<file path="config.mk">
export PLATFORM = sky130hd
export DESIGN_NAME = wb_trace_fifo
export DESIGN_NICKNAME = d
export VERILOG_FILES = /design/src/rtl/wb_trace_fifo.sv
export SDC_FILE = /design/constraint.sdc
export NUM_CORES = 1
export LEC_CHECK = 0
export CAP_MARGIN = 20
export CORE_ASPECT_RATIO = 0.75
export CORE_MARGIN = 2
export CORE_UTILIZATION = 50
export CTS_CLUSTER_SIZE = 20
export DETAILED_ROUTE_END_ITERATION = 10
export GPL_TIMING_DRIVEN = 0
export PLACE_DENSITY = 0.8
export SLEW_MARGIN = 40
export SYNTH_ARGS = -nofsm -noshare
export SYNTH_HDL_FRONTEND = slang
export SYNTH_SLANG_ARGS = --single-unit
</file>
<file path="constraint.sdc">
create_clock -name clk -period 4.6 [get_ports clk]
set_clock_uncertainty 0.05 [all_clocks]
set_input_delay 0.92 -clock clk [delete_from_list [all_inputs] [get_ports clk]]
set_output_delay 0.92 -clock clk [all_outputs]
set_load 0.01 [all_outputs]
</file>
<file path="src/rtl/wb_trace_fifo.sv">
// Trace FIFO for writeback-stage register writes: first-word-fall-through, sequence-tagged,
// drops on overflow (counted) so the pipeline is never stalled.
module wb_trace_fifo #(
  parameter int DATA_W = 32,
  parameter int REG_W  = 5,
  parameter int DEPTH  = 16,
  parameter int SEQ_W  = 16
) (
  input  logic                     clk,
  input  logic                     rst,
  input  logic                     RegWriteW,
  input  logic [REG_W-1:0]         WriteRegW,
  input  logic [DATA_W-1:0]        resultW,
  output logic                     out_valid,
  input  logic                     out_ready,
  output logic [REG_W-1:0]         out_reg,
  output logic [DATA_W-1:0]        out_data,
  output logic [SEQ_W-1:0]         out_seq,
  output logic [$clog2(DEPTH):0]   level,
  output logic                     full,
  output logic [SEQ_W-1:0]         ovf_cnt,
  input  logic                     ovf_clr
);
  localparam int PTR_W = $clog2(DEPTH);
  localparam int LVL_W = PTR_W + 1;

  logic [REG_W-1:0]  r_mem_reg  [DEPTH];
  logic [DATA_W-1:0] r_mem_data [DEPTH];
  logic [SEQ_W-1:0]  r_mem_seq  [DEPTH];

  logic [PTR_W-1:0]  r_rd_ptr;
  logic [PTR_W-1:0]  r_wr_ptr;
  logic [LVL_W-1:0]  r_level;
  logic [SEQ_W-1:0]  r_seq;
  logic [SEQ_W-1:0]  r_ovf_cnt;

  logic w_empty;
  logic w_full;
  logic w_push_req;
  logic w_pop;
  logic w_push;
  logic w_drop;

  assign w_empty    = (r_level == '0);
  assign w_full     = (r_level == LVL_W'(DEPTH));
  assign w_push_req = RegWriteW && (WriteRegW != '0);
  assign w_pop      = !w_empty && out_ready;
  assign w_push     = w_push_req && (!w_full || w_pop);
  assign w_drop     = w_push_req && w_full && !w_pop;

  // Data storage carries no reset; stale slots are hidden by the empty mask below.
  always_ff @(posedge clk) begin
    if (!rst && w_push) begin
      r_mem_reg[r_wr_ptr]  <= WriteRegW;
      r_mem_data[r_wr_ptr] <= resultW;
      r_mem_seq[r_wr_ptr]  <= r_seq;
    end
  end

  always_ff @(posedge clk) begin
    if (rst) begin
      r_rd_ptr  <= '0;
      r_wr_ptr  <= '0;
      r_level   <= '0;
      r_seq     <= '0;
      r_ovf_cnt <= '0;
    end else begin
      if (w_push) r_wr_ptr <= r_wr_ptr + PTR_W'(1);
      if (w_pop)  r_rd_ptr <= r_rd_ptr + PTR_W'(1);
      if (w_push && !w_pop)      r_level <= r_level + LVL_W'(1);
      else if (w_pop && !w_push) r_level <= r_level - LVL_W'(1);
      if (w_push_req) r_seq <= r_seq + SEQ_W'(1);
      // A clear coinciding with a drop leaves exactly that one drop counted.
      if (ovf_clr)
        r_ovf_cnt <= w_drop ? SEQ_W'(1) : '0;
      else if (w_drop && (r_ovf_cnt != {SEQ_W{1'b1}}))
        r_ovf_cnt <= r_ovf_cnt + SEQ_W'(1);
    end
  end

  assign out_valid = !w_empty;
  assign out_reg   = w_empty ? '0 : r_mem_reg[r_rd_ptr];
  assign out_data  = w_empty ? '0 : r_mem_data[r_rd_ptr];
  assign out_seq   = w_empty ? '0 : r_mem_seq[r_rd_ptr];
  assign level     = r_level;
  assign full      = w_full;
  assign ovf_cnt   = r_ovf_cnt;
endmodule

</file>
# Word level (Yosys, flattened, before mapping)
# Memory sizes are Yosys's and may differ from the RTL's. A register that Yosys moved wholly into a read port is not among the register bits.
# Index checks and enable logic that the tools add are counted.
# word_totals
ram_bits,848
mem_count,3
input_bits,42
regBits,45
# memory_table
memory,words,word_bits,read_ports,rd_clocked_by_memory_dff,write_ports,line,rtl
r_mem_data,16,32,1,1,1,28,logic [DATA_W-1:0] r_mem_data [DEPTH];
r_mem_seq,16,16,1,1,1,29,logic [SEQ_W-1:0] r_mem_seq [DEPTH];
r_mem_reg,16,5,1,1,1,27,logic [REG_W-1:0] r_mem_reg [DEPTH];
# op_classes
n_mux,16
reduce_logical,19
n_eq_ne,2
add_sub_neg,6
# op_table
cell,n
two-way mux 16 bit,3
adder 16 x 1 -> 16 bit (second input constant),2
two-way mux 32 bit,1
two-way mux 4 bit,6
!= test 16 bit (second input constant),1
two-way mux 5 bit,3
logical AND 1 bit,9
adder 4 x 1 -> 4 bit (second input constant),2
adder 5 x 1 -> 5 bit (second input constant),1
equality test 5 bit (second input constant),1
zero test 1 bit,5
zero test 5 bit,1
nonzero test 5 bit,1
subtractor 5 x 1 -> 5 bit (second input constant),1
nonzero test 2 bit,2
two-way mux 1 bit,3
logical OR 1 bit,1

# Logic depth before layout (Yosys ltp)
# Gate-level depths: netlist of the first run.
# depth
word_depth,9
ltp_mapped,12
ltp_nobuf,11

# Worst setup path after synthesis of the first run
# No wires, ideal clock.
# synth_path
kind,input to register
from,input port WriteRegW[3]
to,memory r_mem_data[14][0] (enable)
setup_time_ns,0.464
t_arrival_ns,4.036
cell_stages,6
required_ns,4.086
slack_ns,0.050
path_cell_list,or4_1 > o21ai_2 > buf_2 > nor2_1 > nand2_1 > nor2_1
# synth_between
elab_chain_len,6
# synth_lines
item,line,rtl
from (decl),12,"input logic [REG_W-1:0] WriteRegW,"
nonzero test 5 bit,46,assign w_push_req = RegWriteW && (WriteRegW != '0);
logical AND 1 bit,46,
logical AND 1 bit,48,assign w_push = w_push_req && (!w_full || w_pop);
logical AND 1 bit,53,if (!rst && w_push) begin
two-way mux 1 bit,53,
two-way mux 1 bit (not written as such),55,r_mem_data[r_wr_ptr] <= resultW;
to (decl),28,
# Every way passes these cells.

==> flow_metrics.env, run 1 <==
export IMPL_viasPerCell=6.44
export IMPL_cts_tree="built"
export IMPL_synth_distinct_cells=42
export IMPL_gp_congestion=0.773
export IMPL_nets=1904
export IMPL_antenna_left=0
export IMPL_drc=0
export IMPL_cts_made_buffers=83
export IMPL_crit_type="flop to primary output"
export IMPL_largest_register_ffs=512
export IMPL_clkTransAtPathRegs_ns=0.07
export IMPL_io_pins=118
export IMPL_p_leak_nw=12.8
export IMPL_hold_ws_ns=0.453
export IMPL_synth_async_reset_ratio_pct=0
export IMPL_path_delay_family="buffers and inverters"
export IMPL_min_period_ns=4.53
export IMPL_cts_path_max_buffers=3
export IMPL_slew_headroom_pct=45.6
export IMPL_cts_hold_buf=0
export IMPL_wl_mm=86.4
export IMPL_worst_path_max_fanout=10
export IMPL_fillers=4374
export IMPL_synth_seq_area_share_pct=76.9
export IMPL_finalNonFillerCells=2812
export IMPL_first_pass_iters=5
export IMPL_slowest_stage="mux4_2"
export IMPL_worstPathCellList="buf_2, clkbuf_2, clkbuf_4, mux4_2, mux2i_1, o22ai_1, clkdlybuf4s50_1"
export IMPL_powerDensity_nw_per_um2=503
export IMPL_crit_buf_inv=4
export IMPL_port_buffers=117
export IMPL_peakVddDrop_uv=303
export IMPL_yosysTopAreaCell="edfxtp_1"
export IMPL_synth_edf_count=848
export IMPL_area_delta_synth_final_pct=19.2
export IMPL_worstMarginPinSlew_ns=0.810
export IMPL_die_area_um2=71000
export IMPL_layout_drive_gt1_share_pct=25.4
export IMPL_htreeDepth=3
export IMPL_dpl_cell_count=2657
export IMPL_yosys_register_bits=897
export IMPL_timing_final_crit_share_pct=98.6
export IMPL_antenna_found_initial=0
export IMPL_die_w_um=307
export IMPL_maxCapViolations=0
export IMPL_hold_path_class="flop to flop"
export IMPL_clkSinkCount=897
export IMPL_crit_required_ns=3.63
export IMPL_syn_area_per_cell_um2=21.7
export IMPL_grt_pass1_vias=18500
export IMPL_grt_pass1_wl_mm=126
export IMPL_crit_arrival_ns=3.56
export IMPL_synth_top_area_share_pct=74.0
export IMPL_start_util_pct=50.4
export IMPL_hold_viol_final=0
export IMPL_die_h_um=231
export IMPL_status="finished clean"
export IMPL_grt_overflow_total=0
export IMPL_synthFlopType="edfxtp_1"
export IMPL_netlist_area_um2=34400
export IMPL_dp_hpwl_mm=53.0
export IMPL_ys_warn_count=0
export IMPL_dr_first_iter_drc_count=2603
export IMPL_grt_max_degree=22
export IMPL_synth_nets=1642
export IMPL_max_stage_delay_ns=0.55
export IMPL_fmax_mhz=221
export IMPL_num_rows=83
export IMPL_critPathLaunchType="flop"
export IMPL_setup_violations=0
export IMPL_setup_tns_ns=0
export IMPL_num_vias=18100
export IMPL_insertion_delay_ns=0.65
export IMPL_min_from="r_rd_ptr[3]"
export IMPL_wl_per_cell_um=30.7
export IMPL_syn_instance_count=1588
export IMPL_r2r_start="level[0]"
export IMPL_core_um2=68200
export IMPL_endpoint_kind="primary output"
export IMPL_ys_top_cells_by_area="edfxtp_1 (74%), mux4_2 (14%), mux2i_1 (3.2%)"
export IMPL_cts_root_buf="clkbuf_16"
export IMPL_grt_usage_pct=24.6
export IMPL_r2r_slack_ns=1.46
export IMPL_cts_setup_buffers=0
export IMPL_drv_slew=0
placed cells by master, fill, tap and decap left out, types with 6 or more instances in the layout:
master             n
buf_2             26
mux4_2           212
buf_16            46
clkdlybuf4s50_1  117
clkbuf_1          26
nand4_1            8
o21ai_0           10
clkbuf_2          33
clkbuf_16         83
xnor2_1           18
xor2_1             6
clkbuf_4           7
edfxtp_1         848
buf_8             14
nor3_1             8
nor2_1            39
clkinv_2          17
or3_1             12
o22ai_1           50
nor2_4            16
ha_1              11
dfxtp_1           49
inv_1             10
clkinv_1          22
nand3_1           14
a21oi_1           19
mux2i_1          110
nand2_1           24
routing by layer:
layer | part of all wire [%] | wire, um | global-route usage (%)
met3 | 9.9 | 8580 | 5.09
met5 | 0 | 0 | 0
met2 | 49 | 42800 | 40.8
met1 | 36 | 31500 | 32.2
met4 | 4.1 | 3570 | 10.0
per-stage QoR:
stage	utilization [%]	power, W	cell area, um^2	setup WS (ns)
finish	60.1	0.0206	41000	0.0656
global route	60.1	0.0212	41000	-0.00249
CTS	60.0	0.0207	41000	0.0174
detailed placement	56.1	0.0140	38300	-0.497
global placement	53.8	0.0138	36700	-3.87
floorplan	-	0.0121	34400	0.0499
cell families after synthesis:
group           Yosys count  synth area share [%]
compound gates           96                  1.73
xor+xnor                 24                 0.611
simple gates            147                  2.21
buf+inv                  90                  1.07
fa+ha+maj                12                 0.458
flops                   897                  76.9
mux                     322                  17.1
worst min-delay path, cell delays in order (launching register included):
cell and delay (ns):
dfxtp_1 0.31, o21ai_0 0.07, a21oi_1 0.07
worst paths after layout:
kind                                      endpoint  cells after the start
worst max-delay path                  out_data[27]                      7
worst min-delay path                          flop                      2
worst max register to register  r_mem_data[13][19]                      7
worst min register to register                flop                      2
report_power, final:
part           internal (W)  switching, W  leakage (nW)
sequential          0.00902     0.0000753          8.27
combinational       0.00234       0.00252          3.26
clock               0.00364       0.00302          1.28
cell type report:
| class | instances | area (um^2) | area share [%] |
|---|---|---|---|
| Sequential cell | 897 | 26400 | 64.5 |
| Multi-Input combinational cell | 601 | 7740 | 18.9 |
| Timing Repair Buffer | 177 | 2650 | 6.46 |
| Clock buffer | 102 | 2190 | 5.34 |
| Tap cell | 892 | 1120 | 2.72 |
| Buffer | 80 | 412 | 1.00 |
| Clock inverter | 51 | 409 | 0.998 |
| Inverter | 10 | 37.5 | 0.0915 |
| Antenna cell | 2 | 5.00 | 0.0122 |
synthesized netlist by cell type, types with 4 or more instances:
| cell | n |
|---|---|
| nand2_1 | 25 |
| inv_1 | 10 |
| ha_1 | 11 |
| a21oi_1 | 19 |
| edfxtp_1 | 848 |
| buf_2 | 23 |
| xor2_1 | 6 |
| dfxtp_1 | 49 |
| xnor2_1 | 18 |
| mux4_2 | 212 |
| nand3_1 | 14 |
| nor4_1 | 4 |
| nand4_1 | 8 |
| nor2_1 | 55 |
| mux2i_1 | 110 |
| or3_1 | 12 |
| and4_1 | 4 |
| buf_1 | 14 |
| clkbuf_1 | 43 |
| nor3_1 | 8 |
| o21ai_0 | 10 |
| o22ai_1 | 53 |
repair_timing:
action	CTS	global route
resized for setup	30	19
hold endpoints to repair	0	0
setup endpoints to repair	53	26
Power figures use the tool's default switching activity.
==> run 2, diff against run 1 <==
- CTS_BUF_LIST: unset -> sky130_fd_sc_hd__clkbuf_4 sky130_fd_sc_hd__clkbuf_8
==> flow_metrics.env, run 2 (synthesized netlist as in run 1, its figures left out) <==
export IMPL_maxCapViolations=0
export IMPL_antenna_left=0
export IMPL_timing_final_crit_share_pct=98.5
export IMPL_drv_slew=0
export IMPL_powerDensity_nw_per_um2=493
export IMPL_p_leak_nw=12.9
export IMPL_dr_first_iter_drc_count=2357
export IMPL_largest_register_ffs=512
export IMPL_hold_viol_final=0
export IMPL_crit_arrival_ns=3.56
export IMPL_fillers=4372
export IMPL_r2r_slack_ns=1.44
export IMPL_min_from="r_rd_ptr[3]"
export IMPL_layout_drive_gt1_share_pct=29.4
export IMPL_worst_path_max_fanout=10
export IMPL_seq_area_um2=26400
export IMPL_crit_required_ns=3.63
export IMPL_place_area_um2=38300
export IMPL_nets=1955
export IMPL_core_um2=68200
export IMPL_antenna_found_initial=2
export IMPL_final_cell_area_um2=41000
export IMPL_mostFrequentLayoutCell="edfxtp_1"
export IMPL_viasPerCell=6.20
export IMPL_setup_violations=0
export IMPL_die_h_um=231
export IMPL_fmax_mhz=221
export IMPL_num_vias=18000
export IMPL_multiInputGateArea_um2=7740
export IMPL_cts_tree="built"
export IMPL_start_util_pct=50.4
export IMPL_insertion_delay_ns=0.81
export IMPL_grt_overflow_total=0
export IMPL_wl_per_cell_um=28.2
export IMPL_endpoint_kind="primary output"
export IMPL_clkTransAtPathRegs_ns=0.06
export IMPL_cts_root_buf="clkbuf_8"
export IMPL_r2r_start="level[0]"
export IMPL_worstMarginPinSlew_ns=0.865
export IMPL_clkSinkCount=897
export IMPL_die_w_um=307
export IMPL_io_pins=118
export IMPL_cts_path_max_buffers=3
export IMPL_drc=0
export IMPL_critPathLaunchType="flop"
export IMPL_dp_hpwl_mm=53.0
export IMPL_cts_made_buffers=134
export IMPL_r2r_cells=7
export IMPL_port_buffers=117
export IMPL_grt_max_degree=22
export IMPL_die_area_um2=71000
export IMPL_total_power_w=0.0202
export IMPL_peakVddDrop_uv=310
export IMPL_crit_type="flop to primary output"
export IMPL_slew_headroom_pct=42.3
export IMPL_first_pass_iters=5
export IMPL_worstHoldPathCells=2
export IMPL_layout_common_cells="edfxtp_1 (848), mux4_2 (212), clkbuf_8 (137), clkdlybuf4s50_1 (117), mux2i_1 (109)"
export IMPL_area_delta_synth_final_pct=19.2
export IMPL_setup_tns_ns=0
export IMPL_htreeDepth=4
export IMPL_wl_mm=81.7
export IMPL_hold_path_class="flop to flop"
export IMPL_num_rows=83
export IMPL_grt_pass1_vias=18500
export IMPL_gp_congestion=0.773
export IMPL_min_period_ns=4.53
export IMPL_status="finished clean"
export IMPL_dpl_cell_count=2657
export IMPL_rr_endpoint="r_mem_data[13][20]"
export IMPL_grt_pass1_wl_mm=120
export IMPL_hold_ws_ns=0.428
export IMPL_grt_usage_pct=23.4
export IMPL_finalNonFillerCells=2900
-- run 2: area by class of cell --
cell class / count / area share (%)
inverter: 10 / 0.0915
buffer: 80 / 1.08
clock inverter: 55 / 0.827
clock buffer: 185 / 5.47
sequential: 897 / 64.5
multi-input combinational: 601 / 18.9
antenna: 3 / 0.0183
tap: 892 / 2.72
timing repair buffer: 177 / 6.45
-- run 2: stage by stage --
stage | setup WS (ns) | util, %
3_3_place_gp | -3.87 | 53.8
4_1_cts | -0.0384 | 60.0
3_5_place_dp | -0.497 | 56.1
2_1_floorplan | 0.0499 | -
5_1_grt | -0.00226 | 60.1
6_report | 0.0679 | 60.1
-- run 2: critical path, stage by stage, from the launching register on --
cell	delay (ns)
dfxtp_1	0.30
buf_2	0.14
clkbuf_2	0.40
buf_4	0.35
mux4_2	0.54
mux2i_1	0.26
o22ai_2	0.22
clkdlybuf4s50_1	0.55
-- run 2: routing by layer --
layer	routed length, um	GRT usage, %	part of all wire (%)
met1	31400	30.9	38
met5	11	0	0.013
met3	7940	5.90	9.7
met2	39700	37.8	49
met4	2600	9.18	3.2
-- run 2: where the power goes --
part	internal, W	switching (W)
Combinational	0.00237	0.00245
Sequential	0.00902	0.0000735
Clock	0.00325	0.00305
-- run 2: worst max-delay path by stage --
stage	startpoint	to	slack, ns	cells after the start
finish	flop	out_data[16]	0.07	7
global route	flop	out_data[16]	-0.002	7
CTS	flop	out_data[16]	-0.04	7
detailed placement	WriteRegW[3]	level[4]	-0.50	13
global placement	WriteRegW[3]	r_mem_data[6][11]	-3.87	7
floorplan	WriteRegW[3]	r_mem_data[14][0]	0.05	6
-- run 2: timing repair --
action / 4_1_cts / 5_1_grt
endpoints found under the setup margin: 53 / 51
gates cloned: 0 / 0
hold buffers: 0 / 0
pin swaps: 0 / 0
gates resized for setup: 40 / 25
setup buffers: 0 / 0
==> run 3, diff against run 2 <==
- GPL_ROUTABILITY_DRIVEN: unset -> 1
==> results of run 3 <==
Same layout as run 2: the final DEF is identical, and so are final timing and power.
